## config.mk

```make
export PLATFORM = sky130hd
export DESIGN_NAME = fetch_stage
export DESIGN_NICKNAME = d
export VERILOG_FILES = /design/src/rtl/fetch_stage.sv
export SDC_FILE = /design/constraint.sdc
export NUM_CORES = 1
export LEC_CHECK = 0
export CORE_MARGIN = 2
export CORE_UTILIZATION = 52
export DETAILED_ROUTE_END_ITERATION = 7
export PLACE_DENSITY = 0.89
export SLEW_MARGIN = 0
export SYNTH_ARGS = -nofsm -noshare
export SYNTH_HDL_FRONTEND = slang
export SYNTH_SLANG_ARGS = --single-unit
```

## constraint.sdc

```tcl
create_clock -name CLK -period 7.9 [get_ports CLK]
set_input_delay 0.79 -clock CLK [delete_from_list [all_inputs] [get_ports CLK]]
set_output_delay 0.79 -clock CLK [all_outputs]
set_load 0.02 [all_outputs]
```

## src/rtl/fetch_stage.sv

```systemverilog
// Instruction fetch stage: owns the PC, issues credit-limited imem requests and
// keeps a 2-entry in-order instruction queue; redirects flush and drop stale responses.
module fetch_stage #(
  parameter logic [31:0] RESET_PC = 32'h0000_0000,
  parameter logic [31:0] NOP_INST = 32'h0000_0000,
  parameter int unsigned MAX_OUT  = 2
) (
  input  logic        CLK,
  input  logic        rst,
  input  logic        bubble,
  input  logic        redirect_valid,
  input  logic [31:0] redirect_pc,
  output logic        imem_req,
  output logic [31:0] imem_addr,
  input  logic        imem_gnt,
  input  logic        imem_rvalid,
  input  logic [31:0] imem_rdata,
  output logic [31:0] Inst,
  output logic [31:0] Inst_foward,
  output logic        inst_valid,
  output logic [31:0] pc_id
);

  typedef enum logic {RUN, FLUSH} state_t;

  state_t      state_q, state_d;
  logic [31:0] fetch_pc_q, fetch_pc_d;
  logic [31:0] resp_pc_q, resp_pc_d;
  logic [31:0] ent0_dat_q, ent0_dat_d, ent0_pc_q, ent0_pc_d;
  logic [31:0] ent1_dat_q, ent1_dat_d, ent1_pc_q, ent1_pc_d;
  logic [1:0]  cnt_q, cnt_d;
  logic [1:0]  out_q, out_d;
  logic [1:0]  drop_q, drop_d;

  logic        issue, rsp, pop, push;
  logic [1:0]  cnt_pop;
  logic [2:0]  credit_sum;
  logic        unused_rpc_lsb;

  assign unused_rpc_lsb = ^redirect_pc[1:0];

  // Queue slots plus in-flight requests never exceed the two queue entries.
  assign credit_sum = {1'b0, cnt_q} + {1'b0, out_q};
  assign imem_req   = !rst && (state_q == RUN) && !redirect_valid &&
                      (credit_sum < 3'd2) && ({30'b0, out_q} < MAX_OUT);
  assign imem_addr  = fetch_pc_q;

  // Responses arriving with nothing outstanding belong to a pre-reset request.
  assign rsp     = imem_rvalid && (out_q != 2'd0);
  assign issue   = imem_req && imem_gnt;
  assign pop     = (state_q == RUN) && (cnt_q != 2'd0) && !bubble && !redirect_valid;
  assign push    = (state_q == RUN) && rsp && !redirect_valid;
  assign cnt_pop = cnt_q - {1'b0, pop};

  always_comb begin
    state_d    = state_q;
    fetch_pc_d = fetch_pc_q;
    resp_pc_d  = resp_pc_q;
    ent0_dat_d = ent0_dat_q;
    ent0_pc_d  = ent0_pc_q;
    ent1_dat_d = ent1_dat_q;
    ent1_pc_d  = ent1_pc_q;
    cnt_d      = cnt_q;
    drop_d     = drop_q;
    out_d      = out_q + {1'b0, issue} - {1'b0, rsp};

    if (redirect_valid) begin
      cnt_d      = 2'd0;
      fetch_pc_d = {redirect_pc[31:2], 2'b00};
      resp_pc_d  = {redirect_pc[31:2], 2'b00};
      drop_d     = out_q - {1'b0, rsp};
      state_d    = (drop_d != 2'd0) ? FLUSH : RUN;
    end else if (state_q == FLUSH) begin
      if (rsp) begin
        drop_d = drop_q - 2'd1;
      end
      if (drop_d == 2'd0) begin
        state_d = RUN;
      end
    end else begin
      if (issue) begin
        fetch_pc_d = fetch_pc_q + 32'd4;
      end
      // Shift only when entry 1 is real so pc_id holds while the queue is empty.
      if (pop && (cnt_q == 2'd2)) begin
        ent0_dat_d = ent1_dat_q;
        ent0_pc_d  = ent1_pc_q;
      end
      if (push) begin
        if (cnt_pop == 2'd0) begin
          ent0_dat_d = imem_rdata;
          ent0_pc_d  = resp_pc_q;
        end else begin
          ent1_dat_d = imem_rdata;
          ent1_pc_d  = resp_pc_q;
        end
        resp_pc_d = resp_pc_q + 32'd4;
      end
      cnt_d = cnt_pop + {1'b0, push};
    end
  end

  always_ff @(posedge CLK or posedge rst) begin
    if (rst) begin
      state_q    <= RUN;
      fetch_pc_q <= RESET_PC;
      resp_pc_q  <= RESET_PC;
      ent0_dat_q <= NOP_INST;
      ent0_pc_q  <= RESET_PC;
      ent1_dat_q <= NOP_INST;
      ent1_pc_q  <= RESET_PC;
      cnt_q      <= 2'd0;
      out_q      <= 2'd0;
      drop_q     <= 2'd0;
    end else begin
      state_q    <= state_d;
      fetch_pc_q <= fetch_pc_d;
      resp_pc_q  <= resp_pc_d;
      ent0_dat_q <= ent0_dat_d;
      ent0_pc_q  <= ent0_pc_d;
      ent1_dat_q <= ent1_dat_d;
      ent1_pc_q  <= ent1_pc_d;
      cnt_q      <= cnt_d;
      out_q      <= out_d;
      drop_q     <= drop_d;
    end
  end

  assign Inst        = (cnt_q != 2'd0) ? ent0_dat_q : NOP_INST;
  assign Inst_foward = (cnt_q == 2'd2) ? ent1_dat_q : NOP_INST;
  assign inst_valid  = (cnt_q != 2'd0);
  assign pc_id       = ent0_pc_q;

  a_no_overflow: assert property (@(posedge CLK) disable iff (rst) !(push && (cnt_pop == 2'd2)));
  a_out_bound:   assert property (@(posedge CLK) disable iff (rst) ({30'b0, out_q} <= MAX_OUT));

endmodule

```

# ---- Word level (Yosys, flattened, before mapping)
# Index checks and enable logic that the tools add are counted.
dict set report classes {
  n_eq_ne 2
  bitwise_logic 3
  order_cmp 2
  addsub 9
  reduce_logical 27
  mux 25
}
# operator count
set ops {}
lappend ops {{$mux 32} 14}
lappend ops {{$add 32x3->32 const B} 2}
lappend ops {{$mux 2} 7}
lappend ops {{$logic_and 1x1->1} 12}
lappend ops {{$reduce_bool 2->1} 6}
lappend ops {{$reduce_and 2->1} 3}
lappend ops {{$sub 2x1->2} 3}
lappend ops {{$add 2x1->2} 2}
lappend ops {{$logic_not 2->1} 2}
lappend ops {{$mux 1} 4}
lappend ops {{$reduce_and 4->1} 1}
lappend ops {{$add 2x2->3} 1}
lappend ops {{$logic_not 1->1} 3}
lappend ops {{$lt 3x2->1 const B} 1}
lappend ops {{$not 1->1} 3}
lappend ops {{$eq 2x2->1 const B} 1}
lappend ops {{$lt 2x2->1 const B} 1}
lappend ops {{$ne 2x2->1 const B} 1}
lappend ops {{$sub 2x1->2 const B} 1}
dict set report word_totals {
  register_bits 199
  out_inout_bits 130
  elab_cells 78
}

# ---- Longest topological paths before layout
# Gate-level depths: netlist of the first run.
dict set report depth {
  word_depth 9
  ltp_mapped 12
  mapped_depth_nobuf 11
}

# ---- Worst setup path before layout of the first run
# Ideal clock, no wire load.
dict set report synth_timing {
  path_type {input to register}
  from {input redirect_valid}
  to {register ent1_dat_q[0]}
  setup_slack_ps 5191
  t_required_ps 7775
  t_arrival_ps 2584
  stages 9
  path_cell_list {buf_2 -> nor3_1 -> nor2b_1 -> ha_1 -> xor2_1 -> nor2_1 -> nor3_2 -> buf_2 -> mux2_2}
}
dict set report synth_via {
  elab_chain_cells 6
  elab_cells_between_ends 8
  classes_between {add/sub (1); bitwise (2); reduce/logical (5)}
}
# element line_no
set synth_lines {}
lappend synth_lines {{start: declaration} 11} ;# input logic redirect_valid,
lappend synth_lines {{$logic_not 1->1} {51, 52}}
lappend synth_lines {{$logic_and 1x1->1} 51} ;# assign pop = (state_q == RUN) && (cnt_q != 2'd0) && !bubble && !redirect_valid;
lappend synth_lines {{$sub 2x1->2} 53} ;# assign cnt_pop = cnt_q - {1'b0, pop};
lappend synth_lines {{$logic_not 2->1} 90} ;# if (cnt_pop == 2'd0) begin
lappend synth_lines {{$not 1->1 (no line)} --}
lappend synth_lines {{$reduce_and 4->1 (no line) *} --}
lappend synth_lines {{end signal: assignment} 121} ;# ent1_dat_q <= ent1_dat_d;
lappend synth_lines {{end: declaration} 30} ;# logic [31:0] ent1_dat_q, ent1_dat_d, ent1_pc_q, ent1_pc_d;
# Every way passes the cells marked *; elsewhere a longest branch is shown, timed or not.
# A chain may end at the register's enable or synchronous reset.

# ---- Worst setup path in the final report of the first run
dict set report layout_timing {
  from {register cnt_q[0]}
  to {output imem_req}
}
dict set report layout_via {
  elab_chain_cells 4
}
# element line_no
set layout_lines {}
lappend layout_lines {{start: declaration} 31} ;# logic [1:0] cnt_q, cnt_d;
lappend layout_lines {{start signal: assignment} 123} ;# cnt_q <= cnt_d;
lappend layout_lines {{$add 2x2->3} 43} ;# assign credit_sum = {1'b0, cnt_q} + {1'b0, out_q};
lappend layout_lines {{$lt 3x2->1} 45} ;# (credit_sum < 3'd2) && ({30'b0, out_q} < MAX_OUT);
lappend layout_lines {{$logic_and 1x1->1} 44} ;# assign imem_req = !rst && (state_q == RUN) && !redirect_valid &&
lappend layout_lines {{$logic_and 1x1->1} 45}
lappend layout_lines {{end: declaration} 13} ;# output logic imem_req,
# Every way passes these cells.

==> qor.yml, run 1 <==
synth_cells: 913
crit_family: "simple AND/OR/NAND/NOR gates"
diodes: 0
yosysMostFrequentCell: "dfrtp_1"
cts_resized: 0
cp_num_buf_inv: 2
drv_slew: 0
antenna_found_initial: 0
crit_type: "register to output pin"
clockBufferDepth: 2
crit_fanout: 4
max_clock_freq_mhz: 282.5
hpwl_um: 15340
cts_setup_buffers: 0
cts_tree: "built"
end_kind: "output pin"
synth_area_um2: 9490
yosysWarnings: 0
synthTopCellsByCount: "dfrtp_1 (193), nor2_1 (86), a21oi_1 (72)"
die_y_um: 139.1
root_buffer: "clkbuf_16"
ir_drop_mv: 0.1677
wirelength_um: 22830
critPathMaxStageDelay_ns: 0.61
finalCritPeriodShare_pct: 44.81
syn_area_per_cell_um2: 10.39
finalHoldViolCount: 0
ant_nets: 0
dr.pass1.iters: 5
synthDistinctLibCells: 48
leakagePower_nw: 5.588
status: "finished, final reports clean"
synth_area_leader_cell: "dfrtp_1"
grt_max_degree: 117
grt-ovfl-total: 0
synth-seq-area-share_pct: 50.89
drive_gt1_share_pct: 11.07
r2r_setup_slack_ns: 4.56
gp_congestion: 0.9319
fp.dieW_um: 139.1
synth_top_area_share_pct: 50.89
synth_edf_count: 0
fin_cells: 1322
drtIter0Drc: 578
grt_pass1_vias: 7364
ys_top_cells_by_area: "dfrtp_1 (51%), mux2_2 (8.1%), mux2i_1 (7.0%)"
min_path_type: "register to register"
cp.arrival_ns: 2.75
p_per_area_nw_per_um2: 277.2
worstMarginPinSlew_ns: 1.152
initial_utilization_pct: 52.83
crit_chain: "inv_1 > nor2_1 > fa_1 > nor4_1 > and2_1 > clkdlybuf4s50_1"
slowest_stage: "clkdlybuf4s50_1"
period_minus_slack_ns: 3.540
startpoint_type: "register"
cp.required_ns: 7.11
synth_flop_cell: "dfrtp_1"
hold_buffers: 0
row_count: 49
synthArstFlopShare_pct: 100.0
portBuffers: 195
drv_cap: 0
rsz0062_at_grt: "no"
clock_latency_ns: 0.43
core_area_um2: 17960
drc: 0
track_usage_pct: 23.77
wl_per_cell_um: 17.27
clock-sinks: 193
place_inst: 1291
cts_buffers: 17
viasPerCell: 5.688
tns_ns: 0
area_growth_pct: 28.46
path_clk_slew_ns: 0.06
relSlewSlack_pct: 23.19
setup_viol: 0
grt_first_pass_wirelength_um: 37070
vias: 7519
htree_levels: 4
die-area_um2: 19350
io-pin-count: 200
fin_nets: 1159
fin_worst_skew_ns: 0.01229
ys_ff_latch: 193
## worst paths after layout
check,startpoint,end,cells after the start
max reg2reg,cnt_q[0],out_q[1],11
min reg2reg,ent1_pc_q[22],ent1_pc_q[22],1
min in group asynchronous,rst,imem_addr[22],2
max in group asynchronous,rst,ent0_dat_q[14],3
max,cnt_q[0],imem_req,6
min,ent1_pc_q[22],ent1_pc_q[22],1
## where the power goes
part | total [W] | internal, W | switching, W
combinational | 0.000968 | 0.000498 | 0.000470
sequential | 0.00151 | 0.00129 | 0.000214
clock | 0.000906 | 0.000546 | 0.000360
## area by class of cell
type,instances,area [µm²]
Inverter,20,82.58
Fill cell,1378,5772
Clock inverter,9,155.1
Sequential cell,193,4830
Tap cell,229,286.5
Timing Repair Buffer,202,1999
Multi-Input combinational cell,647,4374
Clock buffer,22,464.2
## cells by family after synthesis
group	Yosys count	synth area share (%)
compound gates	151	9.137
xor+xnor	38	3.507
fa+ha+maj	8	1.134
buf+inv	74	3.335
flops	193	50.89
mux	134	15.03
other cells	1	0.03951
simple gates	314	16.93
## per-stage QoR
stage / util (%) / area [µm²] / hold slack, ns / power (W) / setup slack [ns]
2_1_floorplan: - / 9494 / 0.4800 / 0.002078 / 1.854
3_3_place_gp: 64.42 / 11570 / 0.4889 / 0.002437 / 4.151
3_5_place_dp: 64.42 / 11570 / 0.4953 / 0.002494 / 4.130
4_1_cts: 67.87 / 12190 / 0.5099 / 0.003409 / 4.368
5_1_grt: 67.87 / 12190 / 0.5228 / 0.003566 / 4.233
6_report: 67.87 / 12190 / 0.5062 / 0.003380 / 4.360
## layer usage
layer  part of all wire (%)  track usage (%)  up-vias
met5                      0                0        -
met4                    1.6            6.964        0
met3                    6.0            4.834       28
met2                     48            39.07      302
met1                     45            32.25     3660
li1                       -                -     3529
## cell usage in the layout, fill, tap and decap left out, drive strengths merged, types with 2 or more instances in the layout
cell type,instances
nor4,10
xnor2,16
and4,2
clkbuf,22
clkdlybuf4s50,194
nand2,57
nor2b,34
o311ai,9
ha,7
nor3,12
nand4,17
xor2,22
mux2i,66
or3,3
conb,2
dfrtp,193
and2,38
buf,8
and3,15
a21oi,72
bufinv,4
inv,21
nor2,86
clkinv,3
a31oi,10
mux2,68
nand3,36
o31a,3
o211ai,14
o21ai,39
## sequential cells by signal, summed over array words and instances, names as in the netlist, 30 cells and up
| signal | cells |
|---|---|
| ent0_dat_q | 32 |
| ent1_dat_q | 32 |
| pc_id | 32 |
| ent1_pc_q | 30 |
| imem_addr | 30 |
| resp_pc_q | 30 |
## worst reg2reg max path: stages, from the launching register on
cell and delay (ns):
dfrtp_1 0.43, inv_1 0.10, nor2_1 0.14, fa_1 0.43, nor4_1 0.41, and3_1 0.55
inv_2 0.32, ha_1 0.37, inv_1 0.04, ha_1 0.18, xnor2_1 0.18, xnor2_1 0.14
No activity file was read; power rests on OpenSTA's default activity.
==> run 2, diff against run 1 <==
==> constraint.sdc (replaced) <==
create_clock -name CLK -period 3.4 [get_ports CLK]
set_input_delay 0.34 -clock CLK [delete_from_list [all_inputs] [get_ports CLK]]
set_output_delay 0.34 -clock CLK [all_outputs]
set_load 0.02 [all_outputs]
==> run 2 against run 1 <==
Non-clock buffer count is 7 higher. Sequential power increased by 130%. First-iteration DRC count shrank 2.1%. Worst setup slack lost 4.1 ns. Global-route usage is 0.48 points higher. Critical path type unchanged. Largest cell class unchanged.
==> qor.yml, run 2 (synthesized netlist as in run 1, its figures left out) <==
leakagePower_nw: 5.618  # +0.55%
setup_viol: 0  # unchanged
ir_drop_mv: 0.4223  # +150%
wl_per_cell_um: 17.39  # +0.67%
finalCritPeriodShare_pct: 93.08
rsz0062_at_grt: "no"
drive_gt1_share_pct: 11.99  # +0.92 points
grt_first_pass_wirelength_um: 37980  # +2.4%
drv_cap: 0  # unchanged
drtIter0Drc: 566  # -2.1%
layout_commonest_cell: "clkdlybuf4s50_1"
cts_setup_buffers: 0  # unchanged
place_inst: 1298  # +0.54%
wirelength_um: 23130  # +1.3%
htree_levels: 4  # unchanged
viasPerCell: 5.739  # +0.91%
antenna_found_initial: 0  # unchanged
grt-ovfl-total: 0  # unchanged
initial_utilization_pct: 52.83  # unchanged
drc: 0  # unchanged
relSlewSlack_pct: 39.82  # +17 points
row_count: 49  # unchanged
cts_buffers: 17  # unchanged
max_clock_freq_mhz: 316.0
min_path_type: "input port to async pin"
ant_nets: 0  # unchanged
cp.arrival_ns: 2.82  # +0.07 ns
holdWs_ns: 0.2750  # -0.2312 ns
worstMarginPinSlew_ns: 0.8994  # -0.2528 ns
final_cell_mix: "clkdlybuf4s50_1 (194), dfrtp_1 (193), nor2_1 (85), a21oi_1 (72), mux2_2 (68)"
clock-sinks: 193  # unchanged
finalHoldViolCount: 0  # unchanged
portBuffers: 195  # unchanged
path_clk_slew_ns: 0.07  # about the same
status: "finished, final reports clean"
startpoint_type: "register"
grt_max_degree: 127  # +8.5%
cp.required_ns: 3.06  # -4.05 ns
diodes: 0  # unchanged
p_per_area_nw_per_um2: 626.2  # +130%
clock_latency_ns: 0.43  # about the same
vias: 7633  # +1.5%
tns_ns: 0  # unchanged
crit_type: "register to output pin"
final_util_pct: 68.14  # +0.27 points
track_usage_pct: 24.26  # +0.48 points
dr.pass1.iters: 6  # +1
gp_congestion: 0.8984  # -3.6%
fp.dieW_um: 139.1  # unchanged
grt_pass1_vias: 7460  # +1.3%
cts_resized: 0  # unchanged
crit_fanout: 4  # unchanged
drv_slew: 0  # unchanged
end_kind: "output pin"
die-area_um2: 19350  # unchanged
fin_nets: 1166  # +0.60%
area_growth_pct: 28.98
fin_cells: 1330  # +0.61%
hpwl_um: 15490  # +0.96%
clockBufferDepth: 2  # unchanged
fin_worst_skew_ns: 0.007897  # -0.004389 ns
period_minus_slack_ns: 3.165
design_area_um2: 12240  # +0.40%
root_buffer: "clkbuf_16"
core_area_um2: 17960  # unchanged
io-pin-count: 200  # unchanged
placed_cell_area_um2: 11680  # +0.96%
cts_tree: "built"
hold_buffers: 0  # unchanged
die_y_um: 139.1  # unchanged
[run 2: worst max-delay path, stage by stage, from the launching register on]
cell and delay, ns:
dfrtp_1 0.42, inv_1 0.11, nor2_1 0.18, fa_1 0.45
nor4_1 0.42, and2_1 0.21, clkdlybuf4s50_1 0.61
[run 2: area by class of cell]
class                      instances  area, µm²
clock buffer                      19      452.9
clock inverter                    13      103.9
fill                            1402       5723
inverter                          20      78.83
multi-input combinational        647       4374
sequential                       193       4830
tap                              229      286.5
timing repair buffer             209       2115
[run 2: power breakdown]
group / internal [W] / total (W) / switching (W) / leakage (nW)
logic: 0.00118 / 0.00229 / 0.00111 / 2.96
clock network: 0.000989 / 0.00188 / 0.000892 / 0.276
registers: 0.00300 / 0.00349 / 0.000493 / 2.38
[run 2: path summary, 6_finish.rpt]
path                                  from             end  slack (ns)  cells past startpoint
setup / recovery                  cnt_q[0]        imem_req        0.24                      6
hold / removal                         rst   imem_addr[25]        0.27                      2
setup reg to reg                  cnt_q[0]        out_q[1]        0.45                     11
hold reg to reg              ent1_pc_q[13]   ent1_pc_q[13]        0.51                      1
max in group asynchronous              rst  ent0_dat_q[21]        2.29                      3
min in group CLK           redirect_pc[29]   resp_pc_q[29]        0.50                      3
[run 2: stage by stage]
| stage | worst slack (ns) | power [W] |
|---|---|---|
| floorplan | 0.5696 | 0.004830 |
| global placement | 0.6590 | 0.005690 |
| detailed placement | 0.4942 | 0.005818 |
| CTS | 0.2363 | 0.007723 |
| global route | 0.1555 | 0.008094 |
| finish | 0.2353 | 0.007664 |
[run 2: metal layers]
metal  wire length [µm]  up-vias  GRT usage, %
li1                   -     3548             -
met1               9900     3713         32.81
met2              11180      340         40.26
met3               1686       32         4.696
met4                362        0         6.858
met5                  0        -             0
==> RTL change (settings of run 2) <==
Reset style: synchronous (`rst`), changed in one clocked block.
--- a/src/rtl/fetch_stage.sv
+++ b/src/rtl/fetch_stage.sv
@@ -100,7 +100,7 @@
     end
   end
 
-  always_ff @(posedge CLK or posedge rst) begin
+  always_ff @(posedge CLK) begin
     if (rst) begin
       state_q    <= RUN;
       fetch_pc_q <= RESET_PC;
Formal check against the unedited RTL: differs if rst is asserted again (counterexample within 4 cycles, from zero or initial values and one cycle with rst high); with rst held inactive, the same outputs for 4 cycles.
==> RTL change against run 2 <==
- area after synthesis shrank 2.8%
- cell count grew 12%
- design area shrank 2.7%
- largest power group unchanged
- wire length grew 11%
- clock power grew 9%
- sequential cell count is the same
- power shrank 23%
- core utilization grew 0.70 points
- register-to-register slack lost 0.11 ns
- worst setup slack gained 0.10 ns
==> RTL change: results (changes against run 2) <==
{| class="wikitable"
! Metric !! Value
|-
| Synth Area in Adders || 1.17% (was 1.13%)
|-
| Met2 Usage GRT || 43.2% (was 40.3%)
|-
| Area fraction of clock buffers and clock inverters || 5.06% (was 4.55%)
|-
| Clock buffer count in the final layout || 17 (was 19)
|-
| Bufs w/o clock || 210 (was 209)
|-
| Sum of routed wire length over all layers || 25700 um (was 23100 um)
|-
| Placement Setup Slack || 0.408 ns (was 0.494 ns)
|-
| Most used flip-flop cell after synthesis || sky130_fd_sc_hd__dfxtp_1 (was sky130_fd_sc_hd__dfrtp_1)
|-
| Leak Pwr || 4.52 nW (was 5.62 nW)
|-
| Portion of the post-synthesis area used by sequential elements || 41.9% (was 50.9%)
|-
| Number of ordinary inverters in the final layout || 24 (was 20)
|-
| Overall routing resource usage || 27.0% (was 24.3%)
|-
| Via count of the first global-routing pass || 8003 (was 7460)
|-
| Mux share of post-synthesis cell area || 7.19% (was 15.0%)
|-
| Run status || complete, no violations (unchanged)
|-
| Final cell count without fillers || 1491 (was 1330)
|-
| Multi-input gates || 807 (was 647)
|-
| Largest cells by area after synthesis || sky130_fd_sc_hd__dfxtp_1 42%, sky130_fd_sc_hd__mux2i_1 6.9%, sky130_fd_sc_hd__nand2_1 6.5%, sky130_fd_sc_hd__a211oi_1 5.9%, sky130_fd_sc_hd__a21oi_1 5.1% (was sky130_fd_sc_hd__dfrtp_1 51%, sky130_fd_sc_hd__mux2_2 8.1%, sky130_fd_sc_hd__mux2i_1 7.0%, sky130_fd_sc_hd__a21oi_1 3.8%, sky130_fd_sc_hd__nor2_1 3.4%)
|-
| Maximum number of pins on one net before global-route repair || 188 (was 127)
|-
| Signal buffers share of area || 17.9% (was 17.3%)
|-
| Grt met3 use || 6.00% (was 4.70%)
|-
| Placed wire-length estimate after detailed placement || 17200 um (was 15500 um)
|-
| Cell variety after synth || 53 (was 48)
|-
| Share of flip-flops with an asynchronous set or reset || 0% (was 100%)
|-
| Clk_skew || 0.0103 ns (was 0.00790 ns)
|-
| Largest fanout on the critical path || 20 (was 4)
|-
| Maximum resistive drop on vdd || 0.413 mV (was 0.422 mV)
|-
| Fraction of met1 tracks used by global routing || 36.3% (was 32.8%)
|-
| Cell-internal power || 4.11 mW (was 5.16 mW)
|-
| First drt pass iteration count || 5 (was 6)
|-
| Via count || 8714 (was 7633)
|-
| Hold crit path type || in -> reg (was in -> async)
|-
| Gp weighted congestion || 0.954 (was 0.898)
|-
| Fraction of the mapped netlist area in compound gates || 15.9% (was 9.14%)
|-
| Global-route wire length before repair || 40500 um (was 38000 um)
|-
| Data arrival, critical path || 3.36 ns (was 2.82 ns)
|}
[RTL change: cell types whose count changed after synthesis, moves of 22 or more]
cell,before,now
sky130_fd_sc_hd__dfrtp_1,193,0
sky130_fd_sc_hd__dfxtp_1,0,193
sky130_fd_sc_hd__nand2_1,57,159
sky130_fd_sc_hd__a211oi_1,0,73
sky130_fd_sc_hd__mux2_2,68,2
sky130_fd_sc_hd__clkbuf_1,33,70
sky130_fd_sc_hd__o21ai_0,37,6
sky130_fd_sc_hd__a21oi_1,72,94
[RTL change: through the flow]
| step | util [%] | instance area, sq um | total power [mW] |
|---|---|---|---|
| floorplan | - | 9230 | 3.42 |
| global placement | 65.4 | 11300 | 3.85 |
| detailed placement | 65.4 | 11300 | 3.88 |
| CTS | 68.8 | 11900 | 5.91 |
| global route | 68.8 | 11900 | 6.14 |
| finish | 68.8 | 11900 | 5.90 |
[RTL change: cell families (layout without fill, tap and decap cells)]
| group | Yosys count | in the layout |
|---|---|---|
| AOI/OAI and AO/OA | 232 | 232 |
| xor gates and xnor gates | 49 | 49 |
| adders and majority gates | 8 | 8 |
| buffers and inverters | 111 | 266 |
| DFF | 193 | 193 |
| muxes | 66 | 66 |
| other | 1 | 2 |
| and+or+nand+nor | 450 | 450 |
[RTL change: final timing paths]
| path | depth (start not counted) | end | slack (ns) |
|---|---|---|---|
| min reg2reg | 2 | ent1_pc_q[23] | 0.45 |
| min | 2 | imem_addr[30] | 0.14 |
| max reg2reg | 12 | out_q[1] | 0.34 |
| max | 12 | out_q[1] | 0.34 |
[RTL change: power groups by stage]
stage	Combinational [mW]	Sequential (mW)	Clock [mW]
floorplan	0.689	2.73	0
global route	1.30	2.67	2.16
CTS	1.20	2.65	2.07
detailed placement	1.19	2.69	0
finish	1.21	2.65	2.04
global placement	1.16	2.68	0
[RTL change: per-layer routing]
layer | part of all wire (%) | wire length, um | vias to the layer above
li1 | - | - | 4158
met1 | 42 | 10800 | 4080
met2 | 47 | 12100 | 434
met3 | 9.2 | 2360 | 42
met4 | 1.7 | 434 | 0
met5 | 0 | 0 | -
[RTL change: worst max-delay path, stage by stage, from the launching register on]
cell and delay [ns]:
sky130_fd_sc_hd__dfxtp_1 0.42, sky130_fd_sc_hd__inv_1 0.10, sky130_fd_sc_hd__nor2_1 0.14, sky130_fd_sc_hd__fa_1 0.45, sky130_fd_sc_hd__or4b_4 0.59, sky130_fd_sc_hd__nor2_8 0.21, sky130_fd_sc_hd__inv_4 0.15, sky130_fd_sc_hd__ha_1 0.30
sky130_fd_sc_hd__inv_1 0.04, sky130_fd_sc_hd__ha_1 0.17, sky130_fd_sc_hd__xor2_1 0.15, sky130_fd_sc_hd__xnor2_1 0.13, sky130_fd_sc_hd__nor2_1 0.05
